===== config.mk =====
export PLATFORM = sky130hd
export DESIGN_NAME = mem_stage
export DESIGN_NICKNAME = d
export VERILOG_FILES = /design/src/rtl/mem_stage_pkg.sv /design/src/rtl/mem_stage_mem_wb_reg.sv /design/src/rtl/mem_stage.sv
export SDC_FILE = /design/constraint.sdc
export NUM_CORES = 1
export LEC_CHECK = 0
export ABC_AREA = 0
export CAP_MARGIN = 20
export CORE_AREA = 2 2 121 123
export DETAILED_ROUTE_END_ITERATION = 10
export DIE_AREA = 0 0 123 125
export GPL_TIMING_DRIVEN = 0
export HOLD_SLACK_MARGIN = 0.03
export PLACE_DENSITY = 0.7
export SKIP_CTS_REPAIR_TIMING = 1
export SLEW_MARGIN = 20
export SYNTH_ARGS = -nofsm -noshare
export SYNTH_HDL_FRONTEND = slang
export SYNTH_SLANG_ARGS = --single-unit

===== constraint.sdc =====
create_clock -name clk -period 2.65 [get_ports clk]
set_input_delay 0.795 -clock clk [delete_from_list [all_inputs] [get_ports clk]]
set_output_delay 0.795 -clock clk [all_outputs]
set_load 0.02 [all_outputs]

===== src/rtl/mem_stage_pkg.sv =====
// rtl/mem_stage_pkg.sv - MEM stage shared types: FSM encoding and write-back select
package mem_stage_pkg;

    typedef enum logic {
        ST_IDLE = 1'b0,
        ST_WAIT = 1'b1
    } state_e;

    // Also decoded by the WB stage, so the encoding is fixed here.
    typedef enum logic [1:0] {
        WB_SEL_ALU = 2'd0,
        WB_SEL_MEM = 2'd1,
        WB_SEL_PC4 = 2'd2
    } wb_sel_e;

    // Load data takes priority over the link value, which beats the ALU result.
    function automatic wb_sel_e wb_select(input logic mem2reg, input logic jump);
        if (mem2reg) begin
            return WB_SEL_MEM;
        end else if (jump) begin
            return WB_SEL_PC4;
        end else begin
            return WB_SEL_ALU;
        end
    endfunction

endpackage


===== src/rtl/mem_stage_mem_wb_reg.sv =====
// rtl/mem_stage_mem_wb_reg.sv - MEM/WB pipeline register with stall hold
module mem_wb_reg #(
    parameter int BIT_W = 32
) (
    input  logic             clk,
    input  logic             rst_n,
    input  logic             i_hold,
    input  logic [BIT_W-1:0] i_wb_data,
    input  logic [4:0]       i_rd,
    input  logic             i_regwr,
    output logic [BIT_W-1:0] o_wb_data,
    output logic [4:0]       o_rd,
    output logic             o_regwr
);

    logic [BIT_W-1:0] r_wb_data;
    logic [4:0]       r_rd;
    logic             r_regwr;

    // Holding re-presents the same write to WB, which is harmless.
    always_ff @(posedge clk or negedge rst_n) begin
        if (!rst_n) begin
            r_wb_data <= '0;
            r_rd      <= '0;
            r_regwr   <= 1'b0;
        end else if (!i_hold) begin
            r_wb_data <= i_wb_data;
            r_rd      <= i_rd;
            r_regwr   <= i_regwr;
        end
    end

    assign o_wb_data = r_wb_data;
    assign o_rd      = r_rd;
    assign o_regwr   = r_regwr;

endmodule


===== src/rtl/mem_stage.sv =====
// rtl/mem_stage.sv - pipeline MEM stage: D-cache request, write-back select, stall counter
module mem_stage
    import mem_stage_pkg::*;
#(
    parameter int BIT_W  = 32,
    parameter int ADDR_W = 30,
    parameter int CNT_W  = 32
) (
    input  logic              clk,
    input  logic              rst_n,
    input  logic [BIT_W-1:0]  alu_result_in,
    input  logic [BIT_W-1:0]  mem_wdata_in,
    input  logic [4:0]        rd_in,
    input  logic [BIT_W-1:0]  PC_plus_4_in,
    input  logic              memrd_in,
    input  logic              memwr_in,
    input  logic              mem2reg_in,
    input  logic              regwr_in,
    input  logic              jump_in,
    output logic              DCACHE_ren,
    output logic              DCACHE_wen,
    output logic [ADDR_W-1:0] DCACHE_addr,
    output logic [BIT_W-1:0]  DCACHE_wdata,
    input  logic [BIT_W-1:0]  DCACHE_rdata,
    input  logic              DCACHE_stall,
    output logic [BIT_W-1:0]  wb_data,
    output logic [4:0]        rd_out,
    output logic              regwr_out,
    output logic [BIT_W-1:0]  fwd_data,
    output logic [CNT_W-1:0]  stall_cycles
);

    state_e           r_state;
    state_e           w_state_nxt;
    logic             w_req;
    logic             w_ren;
    logic             w_wen;
    logic [BIT_W-1:0] w_sel_data;
    logic [CNT_W-1:0] r_stall_cnt;

    assign w_req = memrd_in | memwr_in;

    always_ff @(posedge clk or negedge rst_n) begin
        if (!rst_n) begin
            r_state <= ST_IDLE;
        end else begin
            r_state <= w_state_nxt;
        end
    end

    // Upstream freezes EX/MEM while stalled, so the request inputs stay put in WAIT.
    always_comb begin
        w_state_nxt = r_state;
        w_ren       = 1'b0;
        w_wen       = 1'b0;
        case (r_state)
            ST_IDLE: begin
                w_wen = memwr_in;
                w_ren = memrd_in & ~memwr_in;
                if (w_req && DCACHE_stall) begin
                    w_state_nxt = ST_WAIT;
                end
            end
            ST_WAIT: begin
                w_wen = memwr_in;
                w_ren = memrd_in & ~memwr_in;
                if (!DCACHE_stall) begin
                    w_state_nxt = ST_IDLE;
                end
            end
            default: begin
                w_state_nxt = ST_IDLE;
            end
        endcase
    end

    // Requests are suppressed while reset is held, even if EX/MEM has not cleared yet.
    assign DCACHE_ren   = w_ren & rst_n;
    assign DCACHE_wen   = w_wen & rst_n;
    assign DCACHE_addr  = alu_result_in[BIT_W-1:2];
    assign DCACHE_wdata = mem_wdata_in;

    always_comb begin
        w_sel_data = alu_result_in;
        case (wb_select(mem2reg_in, jump_in))
            WB_SEL_MEM: w_sel_data = DCACHE_rdata;
            WB_SEL_PC4: w_sel_data = PC_plus_4_in;
            default:    w_sel_data = alu_result_in;
        endcase
    end

    assign fwd_data = w_sel_data;

    mem_wb_reg #(
        .BIT_W (BIT_W)
    ) u_mem_wb_reg (
        .clk       (clk),
        .rst_n     (rst_n),
        .i_hold    (DCACHE_stall),
        .i_wb_data (w_sel_data),
        .i_rd      (rd_in),
        .i_regwr   (regwr_in),
        .o_wb_data (wb_data),
        .o_rd      (rd_out),
        .o_regwr   (regwr_out)
    );

    // Free-running: counts refill/write-back stalls with no request too.
    always_ff @(posedge clk or negedge rst_n) begin
        if (!rst_n) begin
            r_stall_cnt <= '0;
        end else if (DCACHE_stall) begin
            r_stall_cnt <= r_stall_cnt + 1'b1;
        end
    end

    assign stall_cycles = r_stall_cnt;

endmodule


==> impl_metrics.toml, run 1 <==
[status]
status = "complete, no violations"

[yosys]
synth_ff_type = "dfrtp_1"
syn_inst = 371
syn_area_sq_um = 4000
yosysUniqueCellTypes = 23
synth.area.top_cells = "dfrtp_1 (44%), buf_4 (12%), mux2_2 (10%), mux2i_1 (8.0%), xnor2_1 (5.5%)"
ys_top_cells_by_count = "dfrtp_1 (70), buf_4 (65), nand2_1 (42)"
synthArstFlopShare_pct = 100
synth.most_common_cell = "dfrtp_1"
synth_edf_count = 0
yosysTopAreaCell = "dfrtp_1"
syn_avg_cell_area_sq_um = 10.8
synth_fp_nets = 513
synth_top_area_share_pct = 43.8
seq_area_frac_synth_pct = 43.8
ys.warnings.count = 0
synth-seq-cells = 70

[grt]
grt_pass1_vias = 3973
track_usage_pct = 17.1
grt_first_pass_wirelength_mm = 20.4
grt_max_degree = 44
overflow = 0
antenna_found_initial = 0

[die]
initial_core_util_pct = 28.2
rows = 44
core_area_sq_um = 14200
chipWidth_um = 123
dieArea_sq_um = 15400
die_h_um = 125
io_pins = 307

[routing]
routed.top_layer = "met4"
wl_met2_mm = 7.36
met1_length_mm = 4.71
avgRoutedWirePerCell_um = 16.0
drt-total-wl_mm = 13.5
drtPass1Iterations = 4
first_iter_violations = 114
drc = 0
route.met3.wl_mm = 1.05
vias = 3792
postRouteAntennaNets = 0
vias_per_cell = 4.49

[cts]
cts_sinks = 70
clockRootBuffer = "clkbuf_16"
clock_latency_ns = 0.33
tritoncts = "done"
cts-buffers-inserted = 9
clk_path_buf_depth = 2
clk_pin_slew_worst_paths_ns = 0.06
htreeDepth = 3

[hold_path]
hold_path.class = "in -> async"

[setup_path]
cp_max_fo = 2
reg2reg_slack_ns = 0.97
crit_path_end_kind = "output port"
startpoint_type = "input pin"
criticalPathCategory = "in -> out"
endpoint = "fwd_data[22]"
crit_start = "alu_result_in[22]"
worstRegToRegCells = 5
cp.required_ns = 1.86
timing.rr.start = "stall_cycles[0]"
arrival_ns = 1.82
r2r_end = "stall_cycles[28]"

[timing]
fmax_mhz = 382
drv_slew = 0
period_share_pct = 98.8
tightest_slew_ns = 0.646
setup_tns_ns = 0
skew_ns = 0.00697
holdWs_ns = 0.297
hold_viol_final = 0
setup_viol = 0
max_slew_margin_pct = 56.9
fin_crit_ns = 2.62

[cells_and_area]
stdcell_count = 844
diodes = 0
layout-drive-gt1-share_pct = 26.1
fill_cells = 1301
area_growth_pct = 82.6
finalNetCount = 797

[power]
vdd_drop_max_mv = 0.253
p_per_area_nw_per_um2 = 535
power.leakage_uw = 0.00355

[place]
dp.cells = 827
gp_congestion = 0.861
port-buffer-count = 271
hpwl_mm = 11.1

[job]
max_cap_viol_count = 0
worst max-delay path: stages:
cell and delay, ns:
clkdlybuf4s50_1 0.49, mux2i_1 0.07, o21ai_0 0.25, clkbuf_2 0.22
layer usage:
metal	vias to the layer above	global-route usage, %
met5	-	0
met4	0	6.35
met3	33	4.65
met2	195	32.2
met1	1775	17.9
li1	1789	-
flip-flops by register name, summed over array words and instances (netlist names):
register / count
stall_cycles: 32
u_mem_wb_reg.o_wb_data: 32
u_mem_wb_reg.o_rd: 5
u_mem_wb_reg.o_regwr: 1
cell usage in the layout (no fill, tap or decap), drive strengths merged:
cell type,Yosys,routed
ha,1,1
nor3,3,3
buf,70,75
mux2i,32,32
nor4,2,2
inv,0,1
and2,2,2
nand3,14,14
dlymetal6s2s,0,35
clkdlybuf4s50,0,206
xor2,6,6
nand4,12,12
bufinv,0,2
and3,3,3
dfrtp,70,70
nor2,6,6
nand2,42,42
mux2,39,39
clkinv,0,4
xnor2,25,25
and4,3,3
o21ai,32,32
clkbuf,9,45
power breakdown:
group / switching (uW) / internal [uW] / leakage, uW / total, uW
Sequential: 134 / 1200 / 0.000890 / 1330
Combinational: 611 / 680 / 0.00250 / 1290
Clock: 459 / 826 / 0.000160 / 1290
Total: 1200 / 2700 / 0.00355 / 3910
final cells by class:
class                      instances  area, sq um  share of cell area, %
clock inverter                     7         96.3                   1.32
timing repair buffer             273         2720                   37.2
multi-input combinational        222         1710                   23.4
buffer                            79          572                   7.83
clock buffer                       9          225                   3.08
tap                              184          230                   3.15
sequential                        70         1750                   24.0
how the worst min path moves through the flow:
| stage | from | to | cells after the start |
|---|---|---|---|
| 3_5_place_dp | stall_cycles[31] | stall_cycles[31] | 1 |
| 3_3_place_gp | stall_cycles[31] | stall_cycles[31] | 1 |
| 5_1_grt | rst_n | u_mem_wb_reg.o_rd[2] | 1 |
| 2_1_floorplan | rst_n | stall_cycles[0] | 0 |
| 4_1_cts | rst_n | stall_cycles[29] | 1 |
| 6_report | rst_n | stall_cycles[28] | 1 |
metrics by stage:
step | area, sq um | util [%] | worst slack [ns] | power [uW]
5_1_grt | 7300 | 51.4 | -0.0109 | 4090
3_3_place_gp | 6940 | 48.9 | -2.78 | 2660
2_1_floorplan | 4000 | - | 0.102 | 1940
3_5_place_dp | 6960 | 49.0 | -1.07 | 2680
4_1_cts | 7280 | 51.3 | -1.08 | 3990
6_report | 7300 | 51.4 | 0.0320 | 3910
cells by family (layout without fill, tap and decap cells):
logic type / Yosys count / count (layout) / share of synthesized area, %
compound gates: 32 / 32 / 4.00
xor+xnor: 31 / 31 / 6.79
fa+ha+maj: 1 / 1 / 0.313
buf+inv: 79 / 368 / 13.8
flops: 70 / 70 / 43.8
mux: 71 / 71 / 19.0
simple gates: 87 / 87 / 12.3
Note: power is estimated with default switching activity, not from simulation.
==> run 2, diff against run 1 <==
- CORE_AREA: 2 2 121 123 -> 2 2 119 121
- DIE_AREA: 0 0 123 125 -> 0 0 121 123
- PLACE_DENSITY: 0.7 -> 0.73
- SKIP_LAST_GASP: not set -> 1
- SYNTH_HIERARCHICAL: not set -> 1
==> impl_metrics.toml, run 2 <==
[status]
status = "finished with violations"
violations = "negative setup slack"

[power]
p_seq_share_pct = 34.4
netSwitchingPower_uw = 1150
p_per_area_nw_per_um2 = 510
clkPwrFrac_pct = 31.0
switching_share_pct = 30.2
p_int_uw = 2660
vdd_drop_max_mv = 0.243
combPwrFrac_pct = 34.6
total_power_uw = 3820
power.leakage_uw = 0.00373

[timing]
rsz0062_at_grt = "yes"
max_slew_margin_pct = 74.9
setup_viol = 7
drv_slew = 0
tightest_slew_ns = 0.374
fin_ws_ns = -0.312
fin_crit_ns = 2.96
period_share_pct = 112
fmax_mhz = 338
skew_ns = 0.00440
hold_viol_final = 0

[yosys]
synth_top_family_by_area = "multiplexers"
synthMuxAreaShare_pct = 20.3
synth_ff_type = "dfrtp_1"
synth.area.top_cells = "dfrtp_1 (43%), buf_4 (12%), mux2i_1 (7.8%), mux2_4 (7.3%), xnor2_1 (5.7%)"
seq_area_frac_synth_pct = 42.6
synth_fa_ha_area_share_pct = 0.304
synth_fp_nets = 523
synth_edf_count = 0
synth_top_area_share_pct = 42.6
ys.warnings.count = 6
ys_top_cells_by_count = "dfrtp_1 (70), buf_4 (64), nand2_1 (43)"
synth.most_common_cell = "dfrtp_1"
yosysUniqueCellTypes = 26
synth_compound_area_share_pct = 3.89
synth-seq-cells = 70
synthArstFlopShare_pct = 100
syn_inst = 381
synth_xor_area_share_pct = 6.60
syn_avg_cell_area_sq_um = 10.8
synthSimpleGateAreaFrac_pct = 12.0
syn_area_sq_um = 4120
yosysTopAreaCell = "dfrtp_1"

[die]
rows = 43
chipWidth_um = 121
core_area_sq_um = 13600
die_h_um = 123
io_pins = 307
dieArea_sq_um = 14900
initial_core_util_pct = 30.2

[cells_and_area]
layout-drive-gt1-share_pct = 23.5
diodes = 0
final_cell_mix = "clkdlybuf4s50_1 (210), dfrtp_1 (70), buf_4 (65), dlymetal6s2s_1 (49), nand2_1 (43)"
layout_commonest_cell = "clkdlybuf4s50_1"
finalNetCount = 807
fill_cells = 1203
area_growth_pct = 81.6

[grt]
track_usage_pct = 18.2
grt_max_degree = 42
overflow = 0
grt_first_pass_wirelength_mm = 20.9
grt_pass1_vias = 3948
antenna_found_initial = 0

[cts]
clk_pin_slew_worst_paths_ns = 0.05
clock_latency_ns = 0.32
cts_sinks = 70
cts-buffers-inserted = 9
clockRootBuffer = "clkbuf_16"
clk_path_buf_depth = 2
htreeDepth = 3
tritoncts = "done"

[place]
gp_congestion = 0.791
place_ws_ns = -0.793
hpwl_mm = 11.4
port-buffer-count = 272

[routing]
drt-total-wl_mm = 14.5
drc = 0
first_iter_violations = 81
vias = 3828
drtPass1Iterations = 4
postRouteAntennaNets = 0
avgRoutedWirePerCell_um = 17.1
vias_per_cell = 4.51

[setup_path]
critical-path-max-stage-delay_ns = 0.64
crit_path_end_kind = "output port"
worstPathCellList = "clkdlybuf4s50_1, mux2i_1, o21ai_1, clkdlybuf4s50_1"
arrival_ns = 2.17
cp_max_fo = 2
cp.required_ns = 1.86
startpoint_type = "input pin"
critPathSlowestCell = "clkdlybuf4s50_1"
crit_top_cell = "clkdlybuf4s50_1"
criticalPathCategory = "in -> out"

[hold_path]
hold_path.class = "in -> async"

[job]
max_cap_viol_count = 0
[run 2: changes by cell type after synthesis, moves of 3 or more]
cell | before | now
mux2_4 | 0 | 20
mux2_2 | 37 | 19
nand3_1 | 14 | 8
nand4_1 | 10 | 16
buf_6 | 1 | 4
inv_1 | 0 | 3
nand4_2 | 0 | 3
[run 2: path summary, 6_finish.rpt]
check,startpoint,endpoint,slack (ns),cells after the start
min in group clk,stall_cycles[27],stall_cycles[27],0.50,1
min,rst_n,stall_cycles[13],0.34,1
max,alu_result_in[4],fwd_data[4],-0.31,4
max reg2reg,stall_cycles[0],stall_cycles[12],0.89,6
max in group asynchronous,rst_n,u_mem_wb_reg/o_wb_data[27],1.79,2
min reg2reg,stall_cycles[27],stall_cycles[27],0.50,1
[run 2: final cells by class]
| class | count | area [sq um] | share of cell area, % |
|---|---|---|---|
| repair buffers | 273 | 2810 | 37.5 |
| multi-input cells | 227 | 1780 | 23.9 |
| flip-flops and latches | 70 | 1750 | 23.4 |
| plain buffers | 81 | 608 | 8.13 |
| clock buffers | 11 | 243 | 3.25 |
| well taps | 180 | 225 | 3.01 |
| clock inverters | 4 | 47.5 | 0.636 |
| inverters | 3 | 11.3 | 0.151 |
[run 2: critical path, delay by kind of cell]
family                 cells  cell delay (ns)
buffers and inverters      2             1.12
multiplexers               1             0.07
AO/OA/AOI/OAI              1             0.17
[run 2: stage by stage]
stage / setup TNS [ns] / utilization [%] / hold WS (ns) / cell area, sq um / instances
global placement: -139.36 / 51.9 / 0.460 / 7060 / 833
detailed placement: -25.23 / 52.0 / 0.476 / 7080 / 834
global route: -1.64 / 54.9 / 0.356 / 7480 / 849
floorplan: 0 / - / 0.499 / 4120 / 381
CTS: -25.25 / 54.2 / 0.409 / 7370 / 849
finish: -1.09 / 54.9 / 0.338 / 7480 / 849
[run 2: power by group through the flow]
| stage | combinational, uW | sequential [uW] | clock (uW) |
|---|---|---|---|
| 5_1_grt | 1390 | 1340 | 1260 |
| 2_1_floorplan | 476 | 1470 | 0 |
| 3_3_place_gp | 1330 | 1320 | 0 |
| 6_report | 1320 | 1310 | 1180 |
| 3_5_place_dp | 1350 | 1330 | 0 |
| 4_1_cts | 1360 | 1310 | 1210 |
[run 2: layer usage]
layer	share of wire, %	routed length [um]	vias to the layer above	global-route usage [%]
met3	7.1	1030	17	3.55
li1	-	-	1809	-
met4	1.6	227	0	5.74
met2	52	7570	179	33.1
met5	0	0	-	0
met1	39	5650	1823	21.6
[run 2: cell families (layout without fill, tap and decap cells)]
| kind of cell | count (synthesis) | in the layout |
|---|---|---|
| simple gates | 92 | 92 |
| buf+inv | 84 | 372 |
| mux | 71 | 71 |
| flops | 70 | 70 |
| compound gates | 32 | 32 |
| xor+xnor | 31 | 31 |
| fa+ha+maj | 1 | 1 |
